[src/rtl/mod12_wrap_tracker.sv]
// Monitor for a mod-12 up/down counter: classifies each sampled transition, keeps a
// saturating signed revolution count and queues notable events toward a valid/ready consumer.
module mod12_wrap_tracker #(
    parameter int DEPTH   = 4,
    parameter int TURNS_W = 8
) (
    input  logic                      clk,
    input  logic                      rst,
    input  logic [3:0]                cnt_in,
    input  logic                      load_in,
    input  logic                      up_down_in,
    output logic signed [TURNS_W-1:0] turns,
    output logic                      err_jump,
    output logic                      err_illegal,
    output logic                      ovf,
    output logic                      evt_valid,
    input  logic                      evt_ready,
    output logic [2:0]                evt_code,
    output logic [3:0]                evt_value
);

    localparam int PTR_W = $clog2(DEPTH);
    localparam logic [PTR_W:0] FIFO_FULL = (PTR_W + 1)'(DEPTH);
    localparam logic signed [TURNS_W-1:0] TURNS_MAX = {1'b0, {(TURNS_W - 1) {1'b1}}};
    localparam logic signed [TURNS_W-1:0] TURNS_MIN = {1'b1, {(TURNS_W - 1) {1'b0}}};
    localparam logic signed [TURNS_W-1:0] TURNS_ONE = {{(TURNS_W - 1) {1'b0}}, 1'b1};

    typedef enum logic [2:0] {
        EVT_WRAP_UP   = 3'd0,
        EVT_WRAP_DOWN = 3'd1,
        EVT_LOAD      = 3'd2,
        EVT_JUMP      = 3'd3,
        EVT_ILLEGAL   = 3'd4
    } evt_code_t;

    typedef struct packed {
        evt_code_t  code;
        logic [3:0] value;
    } evt_t;

    logic [3:0] prev;
    logic       prev_valid;

    logic       push;
    evt_t       push_evt;
    logic [3:0] next_prev;
    logic       next_prev_valid;
    logic       turn_inc;
    logic       turn_dec;
    logic       set_jump;
    logic       set_illegal;

    // NOTE: every output of this block gets a default first so no path leaves one
    // unassigned, which would otherwise infer a latch.
    always_comb begin
        push            = 1'b0;
        push_evt.code   = EVT_JUMP;
        push_evt.value  = cnt_in;
        next_prev       = prev;
        next_prev_valid = prev_valid;
        turn_inc        = 1'b0;
        turn_dec        = 1'b0;
        set_jump        = 1'b0;
        set_illegal     = 1'b0;

        if (cnt_in > 4'd11) begin
            push            = 1'b1;
            push_evt.code   = EVT_ILLEGAL;
            set_illegal     = 1'b1;
            next_prev_valid = 1'b0;
        end else begin
            next_prev       = cnt_in;
            next_prev_valid = 1'b1;
            if (!prev_valid) begin
                // first legal sample only primes the tracker
            end else if (load_in) begin
                push          = 1'b1;
                push_evt.code = EVT_LOAD;
            end else if (cnt_in == prev) begin
                // hold
            end else if (up_down_in && prev != 4'd11 && cnt_in == prev + 4'd1) begin
                // step up
            end else if (up_down_in && prev == 4'd11 && cnt_in == 4'd0) begin
                push          = 1'b1;
                push_evt.code = EVT_WRAP_UP;
                turn_inc      = 1'b1;
            end else if (!up_down_in && prev != 4'd0 && cnt_in == prev - 4'd1) begin
                // step down
            end else if (!up_down_in && prev == 4'd0 && cnt_in == 4'd11) begin
                push          = 1'b1;
                push_evt.code = EVT_WRAP_DOWN;
                turn_dec      = 1'b1;
            end else begin
                push          = 1'b1;
                push_evt.code = EVT_JUMP;
                set_jump      = 1'b1;
            end
        end
    end

    logic [PTR_W-1:0] wr_ptr;
    logic [PTR_W-1:0] rd_ptr;
    logic [PTR_W:0]   count;
    evt_t             mem [DEPTH];
    evt_t             head;
    logic             full;
    logic             pop;
    logic             push_ok;

    assign full      = (count == FIFO_FULL);
    assign evt_valid = (count != '0);
    assign pop       = evt_valid && evt_ready;
    // A full FIFO still accepts a push when the head leaves on the same edge.
    assign push_ok   = push && (!full || pop);
    assign head      = mem[rd_ptr];
    assign evt_code  = evt_valid ? head.code  : 3'd0;
    assign evt_value = evt_valid ? head.value : 4'd0;

    // NOTE: state registers use non-blocking assignments so every flop samples
    // the pre-edge values regardless of statement order.
    always_ff @(posedge clk or negedge rst) begin
        if (!rst) begin
            prev        <= '0;
            prev_valid  <= 1'b0;
            turns       <= '0;
            err_jump    <= 1'b0;
            err_illegal <= 1'b0;
            ovf         <= 1'b0;
            wr_ptr      <= '0;
            rd_ptr      <= '0;
            count       <= '0;
        end else begin
            prev       <= next_prev;
            prev_valid <= next_prev_valid;

            if (turn_inc && turns != TURNS_MAX) begin
                turns <= turns + TURNS_ONE;
            end else if (turn_dec && turns != TURNS_MIN) begin
                turns <= turns - TURNS_ONE;
            end

            if (set_jump) begin
                err_jump <= 1'b1;
            end
            if (set_illegal) begin
                err_illegal <= 1'b1;
            end
            if (push && !push_ok) begin
                ovf <= 1'b1;
            end

            if (push_ok) begin
                wr_ptr <= wr_ptr + 1'b1;
            end
            if (pop) begin
                rd_ptr <= rd_ptr + 1'b1;
            end
            if (push_ok && !pop) begin
                count <= count + 1'b1;
            end else if (pop && !push_ok) begin
                count <= count - 1'b1;
            end
        end
    end

    // NOTE: the storage array has no reset; emptiness is tracked by count and the
    // outputs are masked while nothing is valid.
    always_ff @(posedge clk) begin
        if (push_ok) begin
            mem[wr_ptr] <= push_evt;
        end
    end

endmodule

[config.mk]
export PLATFORM = sky130hd
export DESIGN_NAME = mod12_wrap_tracker
export DESIGN_NICKNAME = d
export VERILOG_FILES = /design/src/rtl/mod12_wrap_tracker.sv
export SDC_FILE = /design/constraint.sdc
export NUM_CORES = 1
export LEC_CHECK = 0
export CORE_MARGIN = 2
export CORE_UTILIZATION = 50
export CTS_CLUSTER_DIAMETER = 120
export DETAILED_ROUTE_END_ITERATION = 8
export PLACE_DENSITY_LB_ADDON = 0.08
export RECOVER_POWER = 50
export SLEW_MARGIN = 30
export SYNTH_ARGS = -nofsm -noshare
export SYNTH_HDL_FRONTEND = slang
export SYNTH_SLANG_ARGS = --single-unit
export TNS_END_PERCENT = 5
[constraint.sdc]
create_clock -name clk -period 3.6 [get_ports clk]
set_input_delay 0.9 -clock clk [delete_from_list [all_inputs] [get_ports clk]]
set_output_delay 0.9 -clock clk [all_outputs]
set_load 0.005 [all_outputs]
==> impl_metrics.tcl, run 1 <==
set metrics [dict create \
    h_tree_level_count 2 \
    drive_gt1_share_pct 22.0 \
    grt_pass1_vias 1827 \
    synth_top_cell_by_area "sky130_fd_sc_hd__edfxtp_1" \
    die_area_um2 5900 \
    dp_slack_ns -0.341 \
    crit_path_max_fanout 3 \
    setup-violations-final 0 \
    area_growth_pct 25.1 \
    worst_path_most_repeated_cell "sky130_fd_sc_hd__o21ai_0" \
    global_route_wire_length_before_repair_mm 8.96 \
    synth_fp_nets 225 \
    synth-main-ff-cell "sky130_fd_sc_hd__edfxtp_1" \
    min_path_type "register to register" \
    met2_track_demand_over_resource_pct 34.5 \
    floorplan.core_area_um2 5110 \
    total_leakage_power_nw 1.31 \
    cp_slowest_stage_delay_ns 0.53 \
    routed_wirelength_mm 5.36 \
    ctsRootBufferMaster "sky130_fd_sc_hd__clkbuf_8" \
    viasPerCell 5.43 \
    synth_largest_type_area_fraction_pct 31.7 \
    placementRows 26 \
    synth.top_cells.by_area "sky130_fd_sc_hd__edfxtp_1, sky130_fd_sc_hd__dfrtp_1, sky130_fd_sc_hd__ha_1" \
    irDropWorstVdd_mv 0.265 \
    critical_path.cell_chain "clkdlybuf4s50_1 -> xor2_2 -> nor4_2 -> nor4b_2 -> nand3_2 -> ha_1 -> a21o_1 -> a211oi_2 -> o21ai_0 -> and3b_1 -> o21ai_0 -> xnor2_1" \
    ios 28 \
    synth.yosys.seq_area_share_pct 53.4 \
    place_congestion 0.847 \
    report.final.slew_viol_count 0 \
    post-synth-top-count-cell "sky130_fd_sc_hd__edfxtp_1" \
    fin_ws_ns 0.130 \
    cpMaxStageDelayCell "sky130_fd_sc_hd__clkdlybuf4s50_1" \
    num_antenna_cells 0 \
    antenna_found_initial 0 \
    portBuffers 27 \
    grt_overflow 0 \
    cp.buffers_inverters 1 \
    numPlacedInstances 320 \
    ys_ff_latch 51 \
    grtUsageTotal_pct 19.6 \
    syn-cell-area_um2 2650 \
    min_period_ns 3.47 \
    power_density_nw_per_um2 632 \
    routed-via-count 1787 \
    cp.depth 12 \
    cts-root-to-sink-buffers 2 \
    detailedPlacementHpwl_mm 3.97 \
    number_of_drc_violations_after_detailed_routing_iteration_0 113 \
    worstPathRequired_ns 3.84 \
    cts-buffers-inserted 5 \
    reg2reg_capture_point "count[2]" \
    route.detailed.drc 0 \
    critPathLaunchType "input port" \
    final_cell_count_no_fill 329 \
    cts.sink_count 51 \
    synthArstFlopShare_pct 45.1 \
    ys_warn_count 0 \
    outcome "finished clean" \
    timing_hold_violations_final 0 \
    grt_start_max_net_pins 24 \
    detailedRoute.firstPassIterationCount 5 \
    critical_path.startpoint "cnt_in[0]" \
    cts-hold-fix-buffers 0 \
    insertion_delay_ns 0.31 \
    chipHeight_um 76.8 \
    crit_type "input port to register" \
    maxCapViolations 0 \
    worst-endpoint-arrival_ns 3.71 \
    ant_nets 0 \
    yosysUniqueCellTypes 44 \
    gr-usage-met3_pct 3.29 \
    cells_after_synthesis 201 \
    start_util_pct 51.9 \
    tritoncts "built" \
    top_usage_layer "met2" \
    post-route-period-util_pct 96.4 \
    r2r_slack_ns 0.68 \
    die_width_um 76.8 \
    path_clk_slew_ns 0.10 \
    detail_route.wl_per_cell_um 16.3 \
    reg2reg_depth 13 \
    design.final.nets 282 \
    worst_path_dominant_cell_family "simple AND/OR/NAND/NOR gates" \
    max_slew_headroom_pct 10.8 \
    reg2reg_from "prev[0]" \
    endpoint "turns[7]" \
    synth_enable_flop_cells 28 \
    syn_area_per_cell_um2 13.2 \
    worst_hold_slack_ns 0.484 \
    worst_setup_path_end_kind "register" \
    synth_top_cells_by_count "sky130_fd_sc_hd__edfxtp_1, sky130_fd_sc_hd__dfrtp_1, sky130_fd_sc_hd__ha_1, sky130_fd_sc_hd__xnor2_1" \
    worst_pin_slew_ns 1.34 \
    grt.met1_usage_pct 24.7 \
    fmax_achieved_mhz 288 \
    skew_ns 0.00726 \
]
[how the worst min path moves through the flow]
stage           startpoint           to  slack (ns)  cells past startpoint
2_1_floorplan     count[2]     count[2]        0.45                      1
3_3_place_gp   err_illegal  err_illegal        0.45                      1
3_5_place_dp   err_illegal  err_illegal        0.47                      1
4_1_cts           count[2]     count[2]        0.49                      1
5_1_grt        err_illegal  err_illegal        0.51                      1
6_report       err_illegal  err_illegal        0.48                      1
[cell families after synthesis]
logic type | count (synthesis) | share of synthesized area, %
AOI/OAI and AO/OA | 26 | 7.26
DFF | 51 | 53.4
muxes | 14 | 9.01
buffers and inverters | 16 | 2.26
xor gates and xnor gates | 22 | 7.83
and+or+nand+nor | 57 | 12.6
adders and majority gates | 15 | 7.64
[state kept, by name, indices dropped and copies added (netlist names)]
register	flops
wr_ptr	2
count	3
mem	28
ovf	1
prev_valid	1
prev	4
rd_ptr	2
turns	8
err_jump	1
err_illegal	1
[cell usage in the layout (no fill, tap or decap), drive strengths merged, types with 2 or more instances in the layout]
master and n:
a41o 2, ha 13, clkdlybuf4s50 13, dfrtp 23, mux4 7, and2 12
xor2 9, nor3 5, nand3 4, o21bai 2, o21ai 5, xnor2 13
edfxtp 28, a21o 2, inv 13, nand4 2, nand2b 3, dlygate4sd3 11
nand2 7, nor4 4, nor2 10, a21boi 4, mux2 6, buf 21
clkbuf 14, a21oi 6, fa 2
[report_power, final]
part / switching (mW) / internal (mW) / total (mW)
combinational: 0.308 / 0.467 / 0.775
clock: 0.196 / 0.209 / 0.406
sequential: 0.124 / 0.792 / 0.916
total: 0.628 / 1.47 / 2.10
[per-layer routing]
metal / vias up / share of wire [%] / wire (um)
met5: - / 0 / 0
met2: 41 / 52 / 2800
li1: 839 / - / -
met1: 899 / 43 / 2280
met4: 0 / 1.6 / 85
met3: 8 / 3.7 / 197
[repair_timing]
action | CTS | global route
setup buffers | 0 | 1
endpoints found under the setup margin | 2 | 4
pin swaps | 0 | 5
gates resized for setup | 1 | 9
[per-stage QoR]
stage | area, um^2 | util [%] | setup TNS (ns) | power, mW
global route | 3320 | 65.0 | -0.0114 | 2.23
CTS | 3310 | 64.8 | 0 | 2.12
detailed placement | 3190 | 62.5 | -1.40 | 1.71
global placement | 3190 | 62.5 | -0.597 | 1.66
finish | 3320 | 65.0 | 0 | 2.10
floorplan | 2650 | - | 0 | 1.36
[layout make-up]
type | count | area [um^2]
clock buffer | 5 | 68.8
clock inverter | 3 | 46.3
fill | 404 | 1790
inverter | 12 | 45.0
multi-input combinational | 134 | 1220
sequential | 51 | 1420
tap | 70 | 87.6
timing repair buffer | 54 | 432
(Power assumes the default switching activity.)
==> run 2, diff against run 1 <==
CAP_MARGIN = 30   (was default)
SLEW_MARGIN = 20   (was 30)
==> results of run 2 <==
Final layout, timing and power as in run 1 (identical DEF).
==> run 3, diff against run 2 <==
CORE_MARGIN = 3   (was 2)
clock period = 3.1 ns   (was 3.6 ns; I/O delays follow)
==> impl_metrics.tcl, run 3 (synthesis results as in run 1) <==
set metrics [dict create \
    detail_route.wl_per_cell_um 16.2 \
    grtUsageTotal_pct 20.0 \
    post-route-period-util_pct 97.6 \
    portBuffers 27 \
    fmax_achieved_mhz 331 \
    grt_start_max_net_pins 24 \
    critical_path.cell_chain "clkdlybuf4s50_1 -> or4b_2 -> a21boi_0 -> a31o_4 -> ha_1 -> inv_1 -> fa_1 -> mux2_2" \
    die_area_um2 6210 \
    max_slew_headroom_pct 16.2 \
    global_route_wire_length_before_repair_mm 9.49 \
    largest_register_ff_count 28 \
    combPwrFrac_pct 41.4 \
    design.final.nets 297 \
    min_path_type "register to register" \
    routed-via-count 1829 \
    ctsRootBufferMaster "sky130_fd_sc_hd__clkbuf_8" \
    viasPerCell 5.36 \
    cp.buffers_inverters 2 \
    reg2reg_capture_point "count[1]" \
    setup_repair_after_global_routing_missed_its_margin "false" \
    antenna_found_initial 0 \
    layout.cells.most_common "sky130_fd_sc_hd__buf_4" \
    worst_path_dominant_cell_family "simple AND/OR/NAND/NOR gates" \
    detailedRoute.firstPassIterationCount 6 \
    registers.top_by_ff_count "mem" \
    r2r_slack_ns 0.23 \
    cts.sink_count 51 \
    tritoncts "built" \
    place_congestion 0.823 \
    cts-hold-fix-buffers 0 \
    worst_setup_path_end_kind "register" \
    drive_gt1_share_pct 27.0 \
    routed_wirelength_mm 5.52 \
    ant_nets 0 \
    skew_ns 0.00745 \
    floorplan.core_area_um2 4910 \
    power_density_nw_per_um2 717 \
    setup-violations-final 0 \
    cts-buffers-inserted 5 \
    reg2reg_from "prev[0]" \
    crit_path_max_fanout 3 \
    total_leakage_power_nw 1.37 \
    power.clock.fraction_pct 15.5 \
    fin_total_pwr_mw 2.47 \
    critPathLaunchType "input port" \
    route.detailed.drc 0 \
    worstPathRequired_ns 3.30 \
    switching_share_pct 30.8 \
    h_tree_level_count 2 \
    finalCoreUtilization_pct 70.0 \
    net_switching_power_figure_mw 0.759 \
    path_clk_slew_ns 0.10 \
    maxCapViolations 0 \
    worst_pin_slew_ns 1.26 \
    chipHeight_um 78.8 \
    biggestRegsByFlops "mem (28), turns (8), prev (4)" \
    ios 28 \
    start_util_pct 54.0 \
    insertion_delay_ns 0.31 \
    timing.hold.worst.start "err_illegal" \
    min_period_ns 3.02 \
    irDropWorstVdd_mv 0.324 \
    cp_slowest_stage_delay_ns 0.69 \
    worst-endpoint-arrival_ns 3.22 \
    placementRows 25 \
    detailedPlacementHpwl_mm 4.25 \
    grt_overflow 0 \
    grt_pass1_vias 2004 \
    outcome "finished clean" \
    crit_type "input port to register" \
    num_antenna_cells 0 \
    die_width_um 78.8 \
    number_of_drc_violations_after_detailed_routing_iteration_0 82 \
    reg2reg_depth 11 \
    report.final.slew_viol_count 0 \
    min_path_cells 1 \
    p_seq_share_pct 43.1 \
    commonest_non_fill_non_tap_cells_in_the_layout "sky130_fd_sc_hd__buf_4, sky130_fd_sc_hd__edfxtp_1, sky130_fd_sc_hd__dfrtp_1" \
    p_int_mw 1.71 \
    timing_hold_violations_final 0 \
    cts-root-to-sink-buffers 2 \
    cpMaxStageDelayCell "sky130_fd_sc_hd__or4b_2" \
    area_growth_pct 29.6 \
    min_to "err_illegal" \
]
==> run 3: routing by layer <==
| layer | wire length [um] | share of wire (%) | track usage (%) | vias up |
|---|---|---|---|---|
| met2 | 3060 | 55 | 38.6 | 35 |
| met3 | 147 | 2.7 | 3.06 | 10 |
| met5 | 0 | 0 | 0 | - |
| met1 | 2220 | 40 | 22.0 | 914 |
| li1 | - | - | - | 870 |
| met4 | 91 | 1.7 | 7.04 | 0 |
==> run 3: worst max path at each step <==
| stage | end | slack, ns | depth (start not counted) | from |
|---|---|---|---|---|
| floorplan | turns[7] | 0.04 | 11 | cnt_in[3] |
| global placement | turns[6] | -0.50 | 14 | cnt_in[3] |
| detailed placement | turns[7] | -0.61 | 13 | cnt_in[2] |
| CTS | count[1] | 0.05 | 8 | evt_ready |
| global route | count[1] | 0.003 | 8 | evt_ready |
| finish | count[1] | 0.08 | 8 | evt_ready |
==> run 3: area by class of cell <==
class | instances | area, um^2
Sequential cell | 51 | 1420
Fill cell | 386 | 1470
Tap cell | 67 | 83.8
Timing Repair Buffer | 69 | 562
Clock buffer | 5 | 68.8
Clock inverter | 3 | 20.0
Multi-Input combinational cell | 134 | 1240
Inverter | 12 | 45.0
==> run 3: timing repair <==
item / in CTS / in global routing
setup endpoints to repair: 6 / 4
hold endpoints to repair: 0 / 0
pin swaps: 7 / 8
resized for setup: 13 / 10
setup buffers: 0 / 1
==> run 3: metrics by stage <==
stage	instances	cell area [um^2]	setup TNS, ns	hold WS (ns)	setup slack (ns)
detailed placement	332	3340	-6.23	0.457	-0.607
floorplan	201	2670	0	0.449	0.0438
CTS	340	3470	0	0.493	0.0543
finish	341	3440	0	0.478	0.0755
global route	341	3440	0	0.505	0.00315
global placement	332	3340	-3.87	0.451	-0.503
==> run 3: power groups by stage <==
stage	Sequential (mW)	Clock [mW]	Combinational (mW)
2_1_floorplan	0.998	0	0.588
5_1_grt	1.09	0.417	1.11
6_report	1.06	0.381	1.02
3_5_place_dp	1.08	0	1.03
4_1_cts	1.07	0.395	1.04
3_3_place_gp	1.06	0	0.966
